`src/rtl/calc_input_seq_if.sv`:
```
// Signal bundle between the operand-entry sequencer and its surroundings.
// The master side is the environment: it drives the pushbutton, the switches
// and the add/sub result. The slave side is the sequencer itself: it drives
// the operands, the op select, the captured result and the FSM state.
interface calc_input_seq_if;
  logic       btn;
  logic [2:0] sw_val;
  logic       sw_op;
  logic [2:0] a;
  logic [2:0] b;
  logic       s;
  logic [3:0] c_in;
  logic [3:0] result;
  logic       result_valid;
  logic [1:0] state_o;

  modport master (
    output btn, sw_val, sw_op, c_in,
    input  a, b, s, result, result_valid, state_o
  );

  modport slave (
    input  btn, sw_val, sw_op, c_in,
    output a, b, s, result, result_valid, state_o
  );
endinterface

```
`src/rtl/calc_input_seq.sv`:
```
// Operand-entry sequencer for a 3-bit sign-magnitude add/sub unit.
// Conditions the raw "enter" button (synchronizer, debounce, rising-edge
// pulse), captures operand A, then operand B with the operation, registers
// the 4-bit result returned by the arithmetic unit and holds it for display.
module calc_input_seq #(
  parameter int DEBOUNCE_CYCLES = 1000
) (
  input  logic            clk,
  input  logic            rst,
  calc_input_seq_if.slave bus
);

  // Counter only ever needs to reach DEBOUNCE_CYCLES-1; width keeps headroom
  // for DEBOUNCE_CYCLES itself so the compare constant always fits.
  localparam int              CNT_W    = $clog2(DEBOUNCE_CYCLES + 1);
  localparam logic [CNT_W-1:0] CNT_LAST = CNT_W'(DEBOUNCE_CYCLES - 1);

  typedef enum logic [1:0] {
    LOAD_A  = 2'b00,
    LOAD_B  = 2'b01,
    COMPUTE = 2'b10,
    SHOW    = 2'b11
  } state_t;

  // -0 is folded to +0 so downstream logic and the display see one zero.
  function automatic logic [2:0] norm3(input logic [2:0] v);
    return (v == 3'b100) ? 3'b000 : v;
  endfunction

  function automatic logic [3:0] norm4(input logic [3:0] v);
    return (v == 4'b1000) ? 4'b0000 : v;
  endfunction

  // ---------------------------------------------------------------------
  // Input conditioning
  // ---------------------------------------------------------------------
  logic             sync1_reg;
  logic             sync2_reg;
  logic             btn_db_reg;
  logic [CNT_W-1:0] cnt_reg;
  logic             press_reg;

  // Two-flop synchronizer for the asynchronous pushbutton.
  always_ff @(posedge clk) begin
    if (rst) begin
      sync1_reg <= 1'b0;
      sync2_reg <= 1'b0;
    end else begin
      sync1_reg <= bus.btn;
      sync2_reg <= sync1_reg;
    end
  end

  // Debounce: accept a new level only after it has disagreed with the
  // debounced level for DEBOUNCE_CYCLES consecutive cycles; the press pulse
  // is emitted on the same edge the debounced level rises.
  always_ff @(posedge clk) begin
    if (rst) begin
      btn_db_reg <= 1'b0;
      cnt_reg    <= '0;
      press_reg  <= 1'b0;
    end else begin
      press_reg <= 1'b0;
      if (sync2_reg == btn_db_reg) begin
        cnt_reg <= '0;
      end else if (cnt_reg >= CNT_LAST) begin
        btn_db_reg <= sync2_reg;
        cnt_reg    <= '0;
        press_reg  <= sync2_reg;
      end else begin
        cnt_reg <= cnt_reg + 1'b1;
      end
    end
  end

  // ---------------------------------------------------------------------
  // Entry FSM and datapath registers
  // ---------------------------------------------------------------------
  state_t     state_reg, state_next;
  logic [2:0] a_reg, a_next;
  logic [2:0] b_reg, b_next;
  logic       s_reg, s_next;
  logic [3:0] result_reg, result_next;
  logic       valid_reg, valid_next;

  // State and datapath registers; reset aborts any entry in progress.
  always_ff @(posedge clk) begin
    if (rst) begin
      state_reg  <= LOAD_A;
      a_reg      <= 3'b000;
      b_reg      <= 3'b000;
      s_reg      <= 1'b0;
      result_reg <= 4'b0000;
      valid_reg  <= 1'b0;
    end else begin
      state_reg  <= state_next;
      a_reg      <= a_next;
      b_reg      <= b_next;
      s_reg      <= s_next;
      result_reg <= result_next;
      valid_reg  <= valid_next;
    end
  end

  // Next-state and capture decisions; everything holds unless a capture
  // edge for that register applies in the current state.
  always_comb begin
    state_next  = state_reg;
    a_next      = a_reg;
    b_next      = b_reg;
    s_next      = s_reg;
    result_next = result_reg;
    valid_next  = valid_reg;

    case (state_reg)
      LOAD_A: begin
        if (press_reg) begin
          a_next     = norm3(bus.sw_val);
          state_next = LOAD_B;
        end
      end
      LOAD_B: begin
        if (press_reg) begin
          b_next     = norm3(bus.sw_val);
          s_next     = bus.sw_op;
          state_next = COMPUTE;
        end
      end
      COMPUTE: begin
        // a/b/s are already stable, so c_in is valid here; presses ignored.
        result_next = norm4(bus.c_in);
        valid_next  = 1'b1;
        state_next  = SHOW;
      end
      SHOW: begin
        // A press here starts the next computation with its A entry, while
        // the old result stays on display until the next COMPUTE.
        if (press_reg) begin
          a_next     = norm3(bus.sw_val);
          valid_next = 1'b0;
          state_next = LOAD_B;
        end
      end
      default: begin
        state_next = LOAD_A;
      end
    endcase
  end

  assign bus.a            = a_reg;
  assign bus.b            = b_reg;
  assign bus.s            = s_reg;
  assign bus.result       = result_reg;
  assign bus.result_valid = valid_reg;
  assign bus.state_o      = state_reg;

endmodule
```
`src/flat_wrapper.sv`:
```
// flat-port wrapper written by rule: the top's interface ports become plain ports
module calc_input_seq_flat 
#(
  parameter int DEBOUNCE_CYCLES = 1000
)
  (clk, rst, bus_btn, bus_sw_val, bus_sw_op, bus_c_in, bus_a, bus_b, bus_s, bus_result, bus_result_valid, bus_state_o);
  calc_input_seq_if bus_i ();
  input  logic clk;
  input  logic rst;
  input wire logic [$bits(bus_i.btn)-1:0] bus_btn;
  input wire logic [$bits(bus_i.sw_val)-1:0] bus_sw_val;
  input wire logic [$bits(bus_i.sw_op)-1:0] bus_sw_op;
  input wire logic [$bits(bus_i.c_in)-1:0] bus_c_in;
  output wire logic [$bits(bus_i.a)-1:0] bus_a;
  output wire logic [$bits(bus_i.b)-1:0] bus_b;
  output wire logic [$bits(bus_i.s)-1:0] bus_s;
  output wire logic [$bits(bus_i.result)-1:0] bus_result;
  output wire logic [$bits(bus_i.result_valid)-1:0] bus_result_valid;
  output wire logic [$bits(bus_i.state_o)-1:0] bus_state_o;
  assign bus_i.btn = bus_btn;
  assign bus_i.sw_val = bus_sw_val;
  assign bus_i.sw_op = bus_sw_op;
  assign bus_i.c_in = bus_c_in;
  assign bus_a = bus_i.a;
  assign bus_b = bus_i.b;
  assign bus_s = bus_i.s;
  assign bus_result = bus_i.result;
  assign bus_result_valid = bus_i.result_valid;
  assign bus_state_o = bus_i.state_o;
  calc_input_seq #(.DEBOUNCE_CYCLES(DEBOUNCE_CYCLES)) u_core (.clk(clk), .rst(rst), .bus(bus_i));
endmodule
```
`config.mk`:
```
export PLATFORM = sky130hd
export DESIGN_NAME = calc_input_seq_flat
export DESIGN_NICKNAME = d
export VERILOG_FILES = /design/src/rtl/calc_input_seq_if.sv /design/src/rtl/calc_input_seq.sv /design/src/flat_wrapper.sv
export SDC_FILE = /design/constraint.sdc
export NUM_CORES = 1
export LEC_CHECK = 0
export BUFFER_PORTS_ARGS = -buffer_cell sky130_fd_sc_hd__clkbuf_2
export CAP_MARGIN = 30
export CORE_AREA = 3 3 53 55
export CTS_BUF_LIST = sky130_fd_sc_hd__clkbuf_2 sky130_fd_sc_hd__clkbuf_4 sky130_fd_sc_hd__clkbuf_8
export CTS_CLUSTER_DIAMETER = 60
export DETAILED_ROUTE_END_ITERATION = 8
export DIE_AREA = 0 0 56 58
export PLACE_DENSITY = 0.72
export SLEW_MARGIN = 25
export SYNTH_ARGS = -nofsm -noshare
export SYNTH_HDL_FRONTEND = slang
export SYNTH_SLANG_ARGS = --single-unit
```
`constraint.sdc`:
```
create_clock -name clk -period 2 [get_ports clk]
set_input_delay 0.1 -clock clk [delete_from_list [all_inputs] [get_ports clk]]
set_output_delay 0.1 -clock clk [all_outputs]
set_load 0.1 [all_outputs]
```
==> impl_metrics.toml <==
[placed_design]
gp_routability_congestion = 0.799
dp_hpwl_um = 1560
dpl_cell_area_sq_mm = 0.00130
port_buffers = 24
dp_cells = 178

[cells_and_area]
areaGrowthSynthToFinish_pct = 17.2
stdcell_area_sq_mm = 0.00136
nets = 170
n_fill_cell = 236
finish.utilization = 0.558
regArea_sq_um = 561
drive_gt1_frac = 0.221
largest_reg_flops = 10
multi_input_area_sq_um = 557
instances_no_fill = 184
diodes = 0

[setup_path]
worstPathRequired_ps = 2210
cpPeakStageDelay_ps = 550
critPathTopFamily = "compound AO/OA/AOI/OAI gates"
crit_slowest_cell = "o311ai_2"
worstSetupPathType = "reg2reg"
worstPathArrival_ps = 1800
cp-start-kind = "flop"
cp_max_fo = 7
crit_path_cell_trace = "ha_1 > a211oi_2 > o311ai_2 > nor2_1"
crit_buf_inv = 0
crit_path_end_kind = "flop"

[drt]
viasPerCell = 5.25
finalWirelength_um = 2190
routed.top_layer = "met4"
wl_met3_um = 125
routedWlPerCell_um = 11.9
vias = 966
drt-initial-drc-count = 17
wl_met1_um = 1050
firstDrtPassIters = 4
ant_nets = 0
routed-wl-met2_um = 993
drc_errors = 0

[logic_synthesis]
synthAdderAreaFrac = 0.0432
netlist_instances = 128
ys_seq_area_frac = 0.484
synth-xor-area-share = 0.0227
synth-simple-area-share = 0.211
syn_nets = 143
synth_mux_area_frac = 0.0259
ys.flop_type = "dfxtp_1"
synth.avg_cell_area_sq_um = 9.05
ys_types = 31
synthArstFlopShare = 0
ys_ff_latch = 28
syn_area_sq_mm = 0.00116
synth_compound_area_frac = 0.178
synth_edf_count = 0
yosysWarnings = 0
synth_top_family_by_area = "simple AND/OR/NAND/NOR gates"

[floorplan]
die_h_um = 58
core-area_sq_mm = 0.00243
rows = 18
dieArea_sq_mm = 0.00325
start_util = 0.476
io_pins = 25
fp.dieW_um = 56

[clock_network]
cts_root_buf = "clkbuf_4"
clock_latency_ps = 330
cts_inserted_buffers = 3
cts_tree = "yes"
post_cts_buffers = 0
cts_resized = 0
cts_sinks = 28
clk_pin_slew_ps = 150
clock_path_buffers = 2
ctsHtreeMaxLevel = 1

[pwr]
ir_worst_vdd_mv = 1.27
power_leakage_nw = 0.508
power_density_mw_per_mm2 = 1060

[global_routing]
grt_first_pass_wirelength_um = 3750
grt_max_degree = 19
track_usage = 0.142
antenna_found_initial = 0
grt_overflow = 0
first_global_vias = 888

[timing]
hold_viol_final = 0
setup_viol_count_final = 0
slew_viol_final = 0
timing.final.crit_share = 0.796
max_freq_mhz = 628
fin_crit_ps = 1590
relSlewSlack = 0.623
tns_ps = 0
rsz0062_at_grt = "no"
worst_pin_slew_ps = 564
skew_ps = 10.5

[min_path]
hold_class = "in2reg"

[run]
cap_violations = 0

[outcome]
status = "complete, no violations"
-- worst reg2reg max path: cells and delay by family (launching register included) --
family          cells  cell delay, ps
fa+ha+maj           1             270
compound gates      2             690
flops               1             430
simple gates        1             100
-- report_power, final --
group | internal, mW | switching (mW)
Combinational | 0.116 | 0.409
Sequential | 0.602 | 0.0335
Clock | 0.111 | 0.161
-- cells in the mapped netlist, types with 2 or more instances --
master	number	share of area
nand2b_1	2	0.011
o2111ai_1	2	0.015
ha_1	4	0.043
nor2_1	9	0.029
or3_1	3	0.016
a31o_2	2	0.015
a21o_1	2	0.013
o21ai_0	2	0.0086
xor2_1	2	0.015
nand2_1	18	0.058
nand3_1	6	0.026
nor2b_1	4	0.022
a31oi_1	2	0.011
o211ai_1	2	0.013
inv_1	7	0.023
nand4_1	2	0.011
mux2i_1	3	0.026
dfxtp_1	28	0.48
clkbuf_1	4	0.013
a21oi_1	13	0.056
-- metrics by stage --
stage,setup WS (ps),hold slack [ps],power (mW)
after floorplan,121,228,1.09
after global placement,498,313,1.16
after detailed placement,409,329,1.17
after CTS,397,20.9,1.45
after global routing,279,24.3,1.50
final,408,27.1,1.43
-- worst paths after layout --
check / end / from / slack [ps] / depth (start not counted)
worst max-delay path: u_core.cnt_reg[3] / u_core.cnt_reg[0] / 410 / 4
worst min-delay path: u_core.bus.result[0] / bus_c_in[0] / 30 / 3
worst max register to register: u_core.cnt_reg[3] / u_core.cnt_reg[0] / 410 / 4
worst min register to register: u_core.sync2_reg / u_core.sync1_reg / 460 / 1
-- cells by family (layout without fill, tap and decap cells) --
| family | after synthesis | after routing |
|---|---|---|
| AO/OA/AOI/OAI | 30 | 30 |
| XOR/XNOR | 3 | 3 |
| adder cells (fa/ha/maj) | 4 | 4 |
| buffers and inverters | 11 | 37 |
| flip-flops | 28 | 28 |
| multiplexers | 3 | 3 |
| AND/OR/NAND/NOR | 49 | 49 |
-- placed cells by master, fill, tap and decap left out, drive strengths merged --
cell	instances
or3	4
dlygate4sd3	2
o21ai	2
o31ai	1
nor4	1
a211oi	1
a31oi	2
inv	7
o2111ai	2
dfxtp	28
nor2b	4
o311ai	2
xnor2	1
nand3	7
clkbuf	28
a21oi	13
xor2	2
mux2i	3
o211ai	2
a31o	2
nand2b	2
ha	4
nor2	9
nand2	18
o221ai	1
or4	1
nor3	1
a21o	2
nand4	2
-- metal layers --
metal	vias to the layer above	track usage
li1	504	-
met1	438	0.178
met2	22	0.230
met3	2	0.0535
met4	0	0.0407
met5	-	0
-- final cells by class --
type / instances / area share
well taps: 30 / 0.0276
flip-flops and latches: 28 / 0.413
multi-input cells: 89 / 0.410
clock buffers: 4 / 0.0267
inverters: 7 / 0.0194
repair buffers: 26 / 0.103
-- repair_timing --
item	4_1_cts	5_1_grt
endpoints found under the setup margin	0	0
hold buffers	2	0
hold endpoints to repair	2	0
Note: power is estimated with default switching activity, not from simulation.
